**config.mk**
```make
export PLATFORM = sky130hd
export DESIGN_NAME = ysyx_210544_memu
export DESIGN_NICKNAME = d
export VERILOG_FILES = /design/src/rtl/ysyx_210544_memu.sv
export SDC_FILE = /design/constraint.sdc
export NUM_CORES = 1
export LEC_CHECK = 0
export CORE_AREA = 2 2 191 193
export CTS_BUF_LIST = sky130_fd_sc_hd__clkbuf_4
export CTS_CLUSTER_DIAMETER = 200
export DETAILED_ROUTE_END_ITERATION = 10
export DIE_AREA = 0 0 193 195
export HOLD_SLACK_MARGIN = 0.12
export PLACE_DENSITY = 0.72
export SYNTH_ARGS = -nofsm -noshare
export SYNTH_HDL_FRONTEND = slang
export SYNTH_SLANG_ARGS = --single-unit
```
**constraint.sdc**
```tcl
create_clock -name clk -period 7.4 [get_ports clk]
set_input_delay 0.74 -clock clk [delete_from_list [all_inputs] [get_ports clk]]
set_output_delay 0.74 -clock clk [all_outputs]
set_load 0.005 [all_outputs]
```
**src/rtl/ysyx_210544_memu.sv**
```systemverilog
// Memory-access stage: forwards execute results, or performs one aligned
// load/store on a single-outstanding 8-byte-aligned request/ack data bus.
module ysyx_210544_memu (
  input  logic        clk,
  input  logic        rst,
  input  logic        i_valid,
  output logic        o_ready,
  input  logic [7:0]  i_inst_opcode,
  input  logic [4:0]  i_rd,
  input  logic        i_rd_wen,
  input  logic [63:0] i_addr,
  input  logic [63:0] i_wdata,
  input  logic [63:0] i_exe_rd_wdata,
  output logic        o_mem_req,
  output logic        o_mem_wen,
  output logic [63:0] o_mem_addr,
  output logic [63:0] o_mem_wdata,
  output logic [7:0]  o_mem_wstrb,
  input  logic        i_mem_ack,
  input  logic [63:0] i_mem_rdata,
  output logic        o_valid,
  output logic [4:0]  o_rd,
  output logic        o_rd_wen,
  output logic [63:0] o_rd_wdata,
  output logic        o_misalign
);

  // Opcode values mirror the INST_* codes of the shared defines header.
  localparam logic [7:0] INST_LB  = 8'h10;
  localparam logic [7:0] INST_LH  = 8'h11;
  localparam logic [7:0] INST_LW  = 8'h12;
  localparam logic [7:0] INST_LD  = 8'h13;
  localparam logic [7:0] INST_LBU = 8'h14;
  localparam logic [7:0] INST_LHU = 8'h15;
  localparam logic [7:0] INST_LWU = 8'h16;
  localparam logic [7:0] INST_SB  = 8'h17;
  localparam logic [7:0] INST_SH  = 8'h18;
  localparam logic [7:0] INST_SW  = 8'h19;
  localparam logic [7:0] INST_SD  = 8'h1A;

  localparam logic [1:0] IDLE = 2'd0;
  localparam logic [1:0] BUS  = 2'd1;
  localparam logic [1:0] RESP = 2'd2;

  logic [1:0]  state;
  logic [2:0]  lane;
  logic [7:0]  op_q;
  logic [4:0]  rd_q;
  logic        rd_wen_q;
  logic        load_q;

  logic        is_load;
  logic        is_store;
  logic [1:0]  size;
  logic        misal;
  logic [7:0]  strb_base;
  logic        xfer;
  logic [63:0] ld_x;
  logic [63:0] ld_data;

  assign o_ready = (state != BUS);
  assign xfer    = i_valid && o_ready;

  always_comb begin
    is_load  = 1'b0;
    is_store = 1'b0;
    size     = 2'd0;
    case (i_inst_opcode)
      INST_LB, INST_LBU: begin is_load = 1'b1;  size = 2'd0; end
      INST_LH, INST_LHU: begin is_load = 1'b1;  size = 2'd1; end
      INST_LW, INST_LWU: begin is_load = 1'b1;  size = 2'd2; end
      INST_LD:           begin is_load = 1'b1;  size = 2'd3; end
      INST_SB:           begin is_store = 1'b1; size = 2'd0; end
      INST_SH:           begin is_store = 1'b1; size = 2'd1; end
      INST_SW:           begin is_store = 1'b1; size = 2'd2; end
      INST_SD:           begin is_store = 1'b1; size = 2'd3; end
      default: ;
    endcase
  end

  always_comb begin
    misal     = 1'b0;
    strb_base = 8'h01;
    case (size)
      2'd0: begin misal = 1'b0;            strb_base = 8'h01; end
      2'd1: begin misal = i_addr[0];       strb_base = 8'h03; end
      2'd2: begin misal = |i_addr[1:0];    strb_base = 8'h0F; end
      2'd3: begin misal = |i_addr[2:0];    strb_base = 8'hFF; end
      default: ;
    endcase
  end

  // Load data is steered from the registered lane of the outstanding access.
  always_comb begin
    ld_x    = i_mem_rdata >> {lane, 3'b000};
    ld_data = ld_x;
    case (op_q)
      INST_LB:  ld_data = {{56{ld_x[7]}}, ld_x[7:0]};
      INST_LBU: ld_data = {56'd0, ld_x[7:0]};
      INST_LH:  ld_data = {{48{ld_x[15]}}, ld_x[15:0]};
      INST_LHU: ld_data = {48'd0, ld_x[15:0]};
      INST_LW:  ld_data = {{32{ld_x[31]}}, ld_x[31:0]};
      INST_LWU: ld_data = {32'd0, ld_x[31:0]};
      default:  ld_data = ld_x;
    endcase
  end

  always_ff @(posedge clk) begin
    if (rst) begin
      state       <= IDLE;
      lane        <= '0;
      op_q        <= '0;
      rd_q        <= '0;
      rd_wen_q    <= 1'b0;
      load_q      <= 1'b0;
      o_mem_req   <= 1'b0;
      o_mem_wen   <= 1'b0;
      o_mem_addr  <= '0;
      o_mem_wdata <= '0;
      o_mem_wstrb <= '0;
      o_valid     <= 1'b0;
      o_rd        <= '0;
      o_rd_wen    <= 1'b0;
      o_rd_wdata  <= '0;
      o_misalign  <= 1'b0;
    end else if (state == BUS) begin
      if (i_mem_ack) begin
        state       <= RESP;
        o_mem_req   <= 1'b0;
        o_mem_wen   <= 1'b0;
        o_mem_wstrb <= '0;
        o_valid     <= 1'b1;
        o_rd        <= rd_q;
        o_rd_wen    <= load_q & rd_wen_q;
        o_rd_wdata  <= load_q ? ld_data : '0;
      end
    end else begin
      o_valid    <= 1'b0;
      o_misalign <= 1'b0;
      if (!xfer) begin
        state <= IDLE;
      end else if (!(is_load || is_store)) begin
        state      <= RESP;
        o_valid    <= 1'b1;
        o_rd       <= i_rd;
        o_rd_wen   <= i_rd_wen;
        o_rd_wdata <= i_exe_rd_wdata;
      end else if (misal) begin
        state      <= RESP;
        o_valid    <= 1'b1;
        o_misalign <= 1'b1;
        o_rd       <= i_rd;
        o_rd_wen   <= 1'b0;
        o_rd_wdata <= '0;
      end else begin
        state       <= BUS;
        lane        <= i_addr[2:0];
        op_q        <= i_inst_opcode;
        rd_q        <= i_rd;
        rd_wen_q    <= i_rd_wen;
        load_q      <= is_load;
        o_mem_req   <= 1'b1;
        o_mem_wen   <= is_store;
        o_mem_addr  <= {i_addr[63:3], 3'b000};
        o_mem_wdata <= is_store ? (i_wdata << {i_addr[2:0], 3'b000}) : '0;
        o_mem_wstrb <= is_store ? (strb_base << i_addr[2:0]) : '0;
      end
    end
  end

endmodule

```
# Yosys cells after proc, flatten, opt, wreduce, memory -nomap -nowiden
# Index checks and enable logic that the tools add are counted.
dict set report classes {
  add_sub_neg 0
  mul 0
  div 0
  magnitude_cmp 0
  eq_ne 25
  shift 3
  muxes 50
  bitwise 3
  n_reduce_logical 15
}
# operator n
set op_table {}
lappend op_table {{64-bit 2-to-1 mux} 7}
lappend op_table {{64-bit case mux with 6 select lines} 1}
lappend op_table {{8-bit by 5-bit == test with 1-bit output, second input constant} 17}
lappend op_table {{64-bit by 6-bit << shifter with 64-bit output} 1}
lappend op_table {{64-bit by 6-bit >> shifter with 64-bit output} 1}
lappend op_table {{8-bit 2-to-1 mux} 6}
lappend op_table {{8-bit case mux with 4 select lines} 1}
lappend op_table {{5-bit 2-to-1 mux} 5}
lappend op_table {{1-bit 2-to-1 mux} 23}
lappend op_table {{2-bit 2-to-1 mux} 5}
lappend op_table {{3-bit OR reduction} 3}
lappend op_table {{4-bit AND reduction} 2}
lappend op_table {{8-bit by 3-bit << shifter with 8-bit output} 1}
lappend op_table {{7-bit OR reduction} 1}
lappend op_table {{2-bit case mux with 3 select lines} 1}
lappend op_table {{2-bit by 1-bit == test with 1-bit output, second input constant} 2}
lappend op_table {{2-bit == test, second input constant} 2}
lappend op_table {{2-bit by 1-bit inequality test with 1-bit output, second input constant} 2}
lappend op_table {{1-bit case mux with 4 select lines} 1}
lappend op_table {{2-bit nonzero test} 2}
lappend op_table {{2-bit OR reduction} 2}
lappend op_table {{4-bit OR reduction} 1}
lappend op_table {{3-bit inequality test, second input constant} 1}
lappend op_table {{3-bit AND reduction} 1}
lappend op_table {{6 further kinds} 7}
dict set report totals {
  register_bits 227
  latchBits 0
  ramBits 0
  romBits 0
  elab_cells 112
  mem_count 0
}

# Longest topological paths before layout
# Gate-level depths: netlist of the first run.
dict set report depth {
  word_depth 11
  depth_mapped 10
}

# Least setup slack after synthesis of the first run
# No wires, ideal clock.
dict set report synth_path {
  path_type {input-to-reg}
  from {input port i_inst_opcode[7]}
  to {register o_mem_wdata[0]}
  setup_time_ps 70
  t_arrival_ps 2651
  required_time_ps 7330
  slack_ps 4678
  cell_stages 7
  cell_sequence {or4b_1 > clkbuf_1 > nor3_1 > and2_1 > clkbuf_1 > nand3_1 > a21oi_1}
}
dict set report synth_via {
  elab_chain_cells 7
  word_cells_on_any_way 28
  classes_between {eq/ne (14); mux (5); bitwise (1); reduce/logical (8)}
}
# element line_no
set synth_lines {}
lappend synth_lines {{start: declaration} 8} ;# input logic [7:0] i_inst_opcode,
lappend synth_lines {{8-bit by 5-bit == test with 1-bit output} 68} ;# case (i_inst_opcode)
lappend synth_lines {{3-bit OR reduction (no source line) / 2-bit OR reduction (equally long branches)} --}
lappend synth_lines {{2-bit case mux with 3 select lines} 68}
lappend synth_lines {{2-bit == test (tied with other cells)} 84} ;# case (size)
lappend synth_lines {{1-bit case mux with 4 select lines} 84}
lappend synth_lines {{1-bit inverter (no source line)} --}
lappend synth_lines {{4-bit AND reduction (no source line)} --}
lappend synth_lines {{end signal: assignment} 165} ;# o_mem_wdata <= is_store ? (i_wdata << {i_addr[2:0], 3'b000}) : '0;
lappend synth_lines {{end: declaration} 17} ;# output logic [63:0] o_mem_wdata,
# Parallel ways exist; a longest one is shown, timed or not.
# A chain may end at the register's enable or synchronous reset.

# Worst setup path in the final report of the first run
dict set report layout_path {
  from {register lane[1]}
  to {register o_rd_wdata[42]}
}
dict set report layout_via {
  elab_chain_cells 5
}
# element line_no
set layout_lines {}
lappend layout_lines {{start: declaration} 46} ;# logic [2:0] lane;
lappend layout_lines {{start signal: assignment} 157} ;# lane <= i_addr[2:0];
lappend layout_lines {{64-bit by 6-bit >> shifter with 64-bit output} 95} ;# ld_x = i_mem_rdata >> {lane, 3'b000};
lappend layout_lines {{64-bit case mux with 6 select lines} 97} ;# case (op_q)
lappend layout_lines {{64-bit 2-to-1 mux} 135} ;# o_rd_wdata <= load_q ? ld_data : '0;
lappend layout_lines {{64-bit 2-to-1 mux} 127} ;# if (i_mem_ack) begin
lappend layout_lines {{64-bit 2-to-1 mux} 126} ;# end else if (state == BUS) begin
lappend layout_lines {{end signal: assignment} 135}
lappend layout_lines {{end signal: assignment} 147} ;# o_rd_wdata <= i_exe_rd_wdata;
lappend layout_lines {{end: declaration} 24} ;# output logic [63:0] o_rd_wdata,
# Every way passes these cells. The select of a mux whose other input is x is not followed.

==> impl_metrics.tcl, run 1 <==
set metrics [dict create \
    worst_hold_path.num_cells 2 \
    p_per_area_nw_per_um2 171 \
    synth_area_per_cell_um2 8.12 \
    pre_cts_ws_ns 2.93 \
    cp-start-kind "flip-flop" \
    ys_types 58 \
    core-area_um2 35400 \
    clockBufferDepth 3 \
    status "finished, final reports clean" \
    regToRegSetupSlack_ns 3.46 \
    cts-root-buf "clkbuf_4" \
    gp_congestion 0.937 \
    route.detailed.drc 0 \
    critical_path_class "reg -> reg" \
    portBuffers 481 \
    postCtsSetupBuffers 0 \
    drt_wl_total_um 54100 \
    grt_max_degree 149 \
    path_max_fanout 64 \
    endpoint_kind "flip-flop" \
    cts_resized 0 \
    synthFlopType "dfxtp_1" \
    die_area_um2 37600 \
    die_y_um 195 \
    clk_pin_slew_ns 0.06 \
    p_leak_uw 0.00638 \
    r2r-start "lane[1]" \
    ys_seq_elements 226 \
    ys_warn_count 0 \
    r2r_cells 7 \
    die_w_um 193 \
    finalNonFillerCells 2463 \
    cts_max_level 3 \
    io_pins 485 \
    cts_hold_buffers 0 \
    grt_pass1_wl_um 80100 \
    syn_area_um2 12400 \
    worstMarginPinSlew_ns 1.17 \
    n_fill_cell 3330 \
    vias 13736 \
    slew-limit-headroom_pct 21.7 \
    hold_viol 0 \
    hold_path_end "o_mem_wdata[60]" \
    final_nets 2225 \
    rr_endpoint "o_rd_wdata[42]" \
    cp.required_ns 7.98 \
    overflow 0 \
    ant_nets 0 \
    fin_crit_sh_pct 53.3 \
    maxCapViolCount 0 \
    postLayoutCellArea_um2 18300 \
    antenna_found_initial 3 \
    area_growth_pct 47.0 \
    grt_pass1_vias 13534 \
    synthesis.instances 1531 \
    tritoncts.num_buffers 67 \
    first_pass_iters 6 \
    dp_hpwl_um 39200 \
    ir_drop_mv 0.140 \
    holdCritStartpoint "o_mem_wdata[60]" \
    fmax_ghz 0.254 \
    initial_utilization_pct 35.1 \
    hp-class "reg -> reg" \
    place_area_um2 17400 \
    clkLatencyLatePin_ns 0.75 \
    fin_skew_ns 0.0390 \
    clock-sinks 226 \
    routedWlPerCell_um 22.0 \
    period_minus_slack_ns 3.94 \
    drv_slew 0 \
    async_flop_share_pct 0 \
    finalSetupTns_ns 0 \
    grt.total_usage_pct 27.8 \
    via_per_inst 5.58 \
    drt_iter0_drc 944 \
    whs_ns 0.451 \
    synth_edf_count 0 \
    cp.arrival_ns 4.52 \
    place_inst 2343 \
    post_route_cells_drive_above_1_share_pct 12.0 \
    setup_violations 0 \
    worst_slack_ns 3.46 \
    rsz0062_at_grt "false" \
    std_cell_rows 69 \
    ys_seq_area_share_pct 36.4 \
    cts_tree "yes" \
]
-- synthesized netlist by cell type (8+ instances only) --
master	number	area (um^2)
nor2b_1	14	87.6
or3_1	10	62.6
nand2_1	314	1180
mux2_2	38	428
mux4_2	57	1280
mux2i_1	43	430
a21oi_1	193	966
clkbuf_1	104	390
nor2_1	101	379
o22ai_1	9	56.3
o21ai_0	50	250
a32oi_1	8	70.1
buf_2	27	135
inv_1	15	56.3
a31oi_1	9	56.3
a211oi_1	33	248
o21a_1	8	60.1
nand3_1	73	365
nor3_1	44	220
a221oi_1	33	289
buf_1	17	63.8
dfxtp_1	226	4520
and2_1	26	163
-- kinds of logic after synthesis --
family          Yosys count  share of synthesized area (%)
compound gates          392                           19.5
fa+ha+maj                 2                          0.161
simple gates            601                           21.0
other cells               1                         0.0302
flops                   226                           36.4
mux                     138                           17.2
xor+xnor                  1                         0.0705
buf+inv                 170                           5.68
-- how the worst max path moves through the flow --
stage	start	endpoint
after floorplan	i_inst_opcode[7]	o_mem_wdata[0]
after global placement	i_inst_opcode[7]	o_mem_wdata[21]
after detailed placement	i_inst_opcode[7]	o_mem_wdata[3]
after CTS	lane[1]	o_rd_wdata[61]
after global routing	lane[1]	o_rd_wdata[42]
final	lane[1]	o_rd_wdata[42]
-- layout by cell type, fill, tap and decap left out, types with 38 or more instances in the layout --
| master | n |
|---|---|
| a21oi_1 | 193 |
| clkbuf_4 | 96 |
| clkdlybuf4s50_1 | 478 |
| dfxtp_1 | 224 |
| mux2_2 | 38 |
| mux2i_1 | 43 |
| mux4_2 | 57 |
| nand2_1 | 314 |
| nand3_1 | 73 |
| nor2_1 | 99 |
| nor3_1 | 43 |
| o21ai_0 | 50 |
-- sequential cells by signal, indices dropped and copies added (netlist names), 3 cells and up --
register / count
o_mem_wdata: 64
o_rd_wdata: 64
o_mem_addr: 61
o_mem_wstrb: 8
op_q: 8
o_rd: 5
rd_q: 5
lane: 3
-- power breakdown --
group | leakage, uW | internal (uW) | switching, uW
registers | 0.00184 | 1260 | 24.2
logic | 0.00402 | 324 | 267
clock network | 0.000518 | 668 | 591
total | 0.00638 | 2250 | 882
-- critical path, stage by stage, from the launching register on --
cell	delay (ns)
dfxtp_2	0.31
buf_4	0.63
mux4_2	0.60
mux2i_1	0.23
or3_1	0.35
nand4_2	0.77
a221oi_1	0.73
nor3_1	0.09
-- layout make-up --
class / count / area (um^2) / share of cell area [%]
inverter: 15 / 56.3 / 0.308
antenna: 3 / 7.51 / 0.0411
sequential: 226 / 4530 / 24.8
multi-input combinational: 1137 / 7260 / 39.7
tap: 461 / 577 / 3.16
timing repair buffer: 504 / 4980 / 27.3
clock buffer: 96 / 721 / 3.94
clock inverter: 21 / 144 / 0.787
-- per-stage QoR --
stage	total power, uW	utilization [%]
global route	3280	51.6
detailed placement	1890	49.2
CTS	3170	51.6
finish	3130	51.6
global placement	1890	49.2
floorplan	1560	-
-- routing by layer --
metal	wire length (um)	GRT usage, %
met2	25800	46.6
met5	0	0
met3	5830	8.34
met4	2750	15.1
met1	19700	31.5
(Power assumes the default switching activity.)
==> inputs of run 2 (changes only) <==
==> constraint.sdc (replaced) <==
create_clock -name clk -period 3.8 [get_ports clk]
set_input_delay 0.38 -clock clk [delete_from_list [all_inputs] [get_ports clk]]
set_output_delay 0.38 -clock clk [all_outputs]
set_load 0.005 [all_outputs]
==> run 2 against run 1 <==
Maximum frequency up 32%; wire length up 0.66%; first-iteration DRC count up 6.7%; sequential share of layout area down 0.16 points; via count up 1.3%; worst setup slack worse by 2.6 ns; hold slack worse by 0.26 ns; sequential cell count unchanged; core utilization up 0.33 points; power up 91%.
==> impl_metrics.tcl, run 2 (synthesized netlist as in run 1, its figures left out) <==
set metrics [dict create \
    die_y_um 195 \
    p_per_area_nw_per_um2 326 \
    first_pass_iters 6 \
    area_growth_pct 47.9 \
    antenna_found_initial 3 \
    rr_endpoint "o_rd_wdata[54]" \
    cts_hold_buffers 1 \
    p_leak_uw 0.00644 \
    ant_nets 0 \
    vias 13913 \
    cp.required_ns 4.35 \
    power_frac_clock_pct 38.9 \
    cts-root-buf "clkbuf_4" \
    slew-limit-headroom_pct 28.5 \
    clockBufferDepth 3 \
    clkLatencyLatePin_ns 0.76 \
    drt_wl_total_um 54500 \
    setup_violations 0 \
    std_cell_rows 69 \
    clock-sinks 226 \
    die_w_um 193 \
    initial_utilization_pct 35.1 \
    endpoint_kind "flip-flop" \
    drt_iter0_drc 1007 \
    hp-class "in -> reg" \
    maxCapViolCount 0 \
    seqPwrFrac_pct 41.6 \
    p_sw_uw 1670 \
    fin_crit_sh_pct 78.7 \
    power.internal_uw 4320 \
    final_nets 2240 \
    holdCritStartpoint "i_addr[63]" \
    status "finished, final reports clean" \
    drv_slew 0 \
    cts_tree "yes" \
    io_pins 485 \
    postCtsSetupBuffers 0 \
    worstMarginPinSlew_ns 1.07 \
    fin_skew_ns 0.0590 \
    path_max_fanout 53 \
    finalSetupTns_ns 0 \
    clk_pin_slew_ns 0.06 \
    grt_pass1_vias 13692 \
    worst_hold_path.num_cells 3 \
    hold_viol 0 \
    portBuffers 481 \
    pwr-share-comb_pct 19.5 \
    via_per_inst 5.64 \
    top_regs "o_mem_wdata x64, o_rd_wdata x64, o_mem_addr x61" \
    critical_path_class "reg -> reg" \
    route.detailed.drc 0 \
    cts_resized 0 \
    cp-start-kind "flip-flop" \
    cts_max_level 3 \
    rsz0062_at_grt "false" \
    routedWlPerCell_um 22.1 \
    post_route_cells_drive_above_1_share_pct 12.4 \
    final_common_cell "clkdlybuf4s50_1" \
    p_total_uw 5990 \
    cp.arrival_ns 3.54 \
    r2r_cells 8 \
    most-common-layout-cells "clkdlybuf4s50_1, nand2_1, dfxtp_1" \
    regToRegSetupSlack_ns 0.81 \
    dp_hpwl_um 40200 \
    period_minus_slack_ns 2.99 \
    die_area_um2 37600 \
    swShare_pct 27.9 \
    tritoncts.num_buffers 69 \
    hold_path_end "o_mem_addr[63]" \
    ir_drop_mv 0.228 \
    overflow 0 \
    r2r-start "lane[1]" \
    grt.total_usage_pct 27.9 \
    grt_pass1_wl_um 80400 \
    gp_congestion 0.942 \
    core-area_um2 35400 \
    grt_max_degree 105 \
    fmax_ghz 0.334 \
]
==> run 2: how the worst max path moves through the flow <==
stage	startpoint	to	slack [ns]
2_1_floorplan	op_q[3]	o_rd_wdata[34]	1.44
3_3_place_gp	i_inst_opcode[7]	o_mem_wstrb[5]	0.33
4_1_cts	lane[1]	o_rd_wdata[54]	0.81
3_5_place_dp	i_inst_opcode[7]	o_mem_addr[49]	0.22
5_1_grt	lane[1]	o_rd_wdata[54]	0.67
6_report	lane[1]	o_rd_wdata[54]	0.81
==> run 2: power by group through the flow <==
| stage | sequential [uW] | combinational [uW] | clock (uW) |
|---|---|---|---|
| final | 2490 | 1170 | 2330 |
| after CTS | 2490 | 1160 | 2400 |
| after global routing | 2500 | 1240 | 2510 |
| after global placement | 2540 | 1150 | 0 |
| after floorplan | 2550 | 496 | 0 |
| after detailed placement | 2550 | 1150 | 0 |
==> run 2: layout make-up <==
class                   count  area (um^2)
multi-input cells        1137         7260
flip-flops and latches    226         4530
well taps                 461          577
clock inverters            14         80.1
fillers                  3310        17000
diodes                      2         5.00
clock buffers              97          728
inverters                  15         56.3
repair buffers            517         5160
==> run 2: critical path: stages, from the launching register on <==
cell      delay (ns)
dfxtp_2         0.47
buf_4           0.61
mux2i_1         0.30
o211ai_1        0.16
nand4b_1        0.21
nand4_2         0.15
buf_12          0.22
a221oi_1        0.58
nor3_1          0.10
==> run 2: per-layer routing <==
layer / GRT usage [%] / up-vias / wire length, um
li1: - / 6379 / -
met1: 31.0 / 6557 / 19400
met2: 47.5 / 821 / 26300
met3: 7.89 / 154 / 5670
met4: 16.2 / 2 / 3100
met5: 0 / - / 11
==> run 2: per-stage QoR <==
stage               setup slack [ns]  area [um^2]  hold WS [ns]  instances  util [%]
CTS                            0.811        18400         0.125       2467      51.9
global route                   0.666        18400         0.163       2469      52.0
global placement               0.326        17600         0.439       2355      49.6
finish                         0.808        18400         0.191       2469      52.0
floorplan                       1.44        12400         0.432       1533         -
detailed placement             0.220        17600         0.444       2355      49.6
==> inputs of run 3 (changes only) <==
==> config.mk (replaced) <==
export PLATFORM = sky130hd
export DESIGN_NAME = ysyx_210544_memu
export DESIGN_NICKNAME = d
export VERILOG_FILES = /design/src/rtl/ysyx_210544_memu.sv
export SDC_FILE = /design/constraint.sdc
export NUM_CORES = 1
export LEC_CHECK = 0
export CORE_AREA = 2 2 188 190
export CTS_BUF_LIST = sky130_fd_sc_hd__clkbuf_4
export CTS_CLUSTER_DIAMETER = 200
export DETAILED_ROUTE_END_ITERATION = 10
export DIE_AREA = 0 0 190 192
export HOLD_SLACK_MARGIN = 0.12
export PLACE_DENSITY = 0.77
export SYNTH_ARGS = -nofsm -noshare
export SYNTH_HDL_FRONTEND = slang
export SYNTH_SLANG_ARGS = --single-unit
==> constraint.sdc (replaced) <==
create_clock -name clk -period 2.5 [get_ports clk]
set_input_delay 0.25 -clock clk [delete_from_list [all_inputs] [get_ports clk]]
set_output_delay 0.25 -clock clk [all_outputs]
set_load 0.005 [all_outputs]
==> run 3 against run 2 <==
Hold slack lost 0.024 ns; core utilization up 7.1 points; non-clock buffer count grew 183; combinational power grew 74%; power rose by 56%; clock skew down 0.016 ns; clock power is 51% higher; sequential share of layout area fell by 2.3 points; sequential power increased by 53%; worst setup slack lost 0.76 ns; critical path type unchanged; critical endpoint is now o_rd_wdata[37]; largest cell class unchanged.
==> impl_metrics.tcl, run 3 (synthesized netlist as in run 1, its figures left out) <==
set metrics [dict create \
    drt_iter0_drc 1004 \
    crit_buf_inv 1 \
    path_max_fanout 32 \
    worst_slack_ns 0.0476 \
    die_w_um 190 \
    grt.total_usage_pct 29.9 \
    io_pins 485 \
    p_per_area_nw_per_um2 461 \
    maxCapViolCount 0 \
    period_minus_slack_ns 2.45 \
    die_area_um2 36500 \
    hold_viol 0 \
    endpoint_kind "flip-flop" \
    pre_cts_ws_ns -0.426 \
    most-common-layout-cells "clkdlybuf4s50_1, nand2_1, dfxtp_1" \
    critical_path_class "reg -> reg" \
    whs_ns 0.167 \
    core-area_um2 34300 \
    grt_pass1_wl_um 84300 \
    drt_wl_total_um 56800 \
    worst_path_max_delay_cell "or4b_4" \
    cp.required_ns 3.21 \
    post_route_cells_drive_above_1_share_pct 15.7 \
    first_pass_iters 5 \
    slew-limit-headroom_pct 55.0 \
    hp-class "in -> reg" \
    ir_drop_mv 0.469 \
    top_regs "o_mem_wdata x64, o_rd_wdata x64, o_mem_addr x61" \
    gp_congestion 0.921 \
    ant_nets 0 \
    route.detailed.drc 0 \
    routedWlPerCell_um 21.5 \
    antenna_found_initial 3 \
    p_total_uw 9340 \
    fin_crit_sh_pct 98.1 \
    via_per_inst 5.61 \
    finalSetupTns_ns 0 \
    clockBufferDepth 3 \
    area_growth_pct 63.0 \
    fmax_ghz 0.408 \
    die_y_um 192 \
    tritoncts.num_buffers 61 \
    dp_hpwl_um 40700 \
    cp-start-kind "flip-flop" \
    cts_tree "yes" \
    clk_pin_slew_ns 0.06 \
    vias 14820 \
    critPathTopFamily "simple AND/OR/NAND/NOR gates" \
    cp_cell_sequence "or4b_4 > or4_4 > or3_4 > nand4_2 > buf_12 > a32oi_1 > a211oi_1" \
    std_cell_rows 68 \
    cp.arrival_ns 3.16 \
    p_leak_uw 0.00734 \
    grt_max_degree 73 \
    portBuffers 481 \
    drv_slew 0 \
    cts-root-buf "clkbuf_4" \
    final_nets 2415 \
    final_common_cell "clkdlybuf4s50_1" \
    grt_pass1_vias 14678 \
    clock-sinks 226 \
    cp_slowest_stage_delay_ns 0.53 \
    clkLatencyLatePin_ns 0.81 \
    initial_utilization_pct 36.3 \
    cts_max_level 2 \
    setup_violations 0 \
    fin_skew_ns 0.0430 \
    worstMarginPinSlew_ns 0.673 \
    status "finished, final reports clean" \
    n_fill_cell 2866 \
    overflow 0 \
    post-route-util_pct 59.1 \
    rsz0062_at_grt "true" \
]
[run 3: final cells by class]
cell class / instances / area [um^2] / share of cell area, %
timing repair buffer: 700 / 7020 / 34.6
inverter: 15 / 56.3 / 0.278
antenna: 2 / 5.00 / 0.0247
multi-input combinational: 1137 / 7300 / 36.0
tap: 455 / 569 / 2.81
clock inverter: 12 / 82.6 / 0.408
sequential: 226 / 4530 / 22.3
clock buffer: 95 / 713 / 3.52
[run 3: worst register-to-register path, cell delays in order, from the launching register on]
cell,delay (ns)
dfxtp_1,0.31
or4b_4,0.54
or4_4,0.43
or3_4,0.37
nand4_2,0.13
buf_12,0.21
a32oi_1,0.14
a211oi_1,0.26
[run 3: stage by stage]
step                instance area [um^2]  cells
finish                             20300   2642
CTS                                20300   2641
floorplan                          12400   1533
global route                       20300   2642
global placement                   18500   2442
detailed placement                 18500   2442
[run 3: power breakdown]
group          internal, uW  switching [uW]
clock                  1820            1690
combinational          1170             858
sequential             3720            77.6
[run 3: what timing repair did]
action / 4_1_cts / 5_1_grt
resized for setup: 3 / 4
buffers inserted: 1 / 0
endpoints found under the hold margin: 108 / 0
hold buffers: 91 / 0
setup endpoints to repair: 18 / 37
gates cloned: 0 / 0
pin swaps: 0 / 4
[run 3: final timing paths]
path | depth (start not counted) | slack, ns | startpoint | end
max | 7 | 0.05 | op_q[3] | o_rd_wdata[37]
min | 3 | 0.17 | i_exe_rd_wdata[48] | o_rd_wdata[48]
max reg2reg | 7 | 0.05 | op_q[3] | o_rd_wdata[37]
min reg2reg | 2 | 0.45 | o_mem_wdata[30] | o_mem_wdata[30]
[run 3: per-layer routing]
metal	track usage (%)	part of all wire (%)
met2	52.6	50
met4	17.0	5.8
met1	33.0	35
met5	0	0
met3	7.16	10
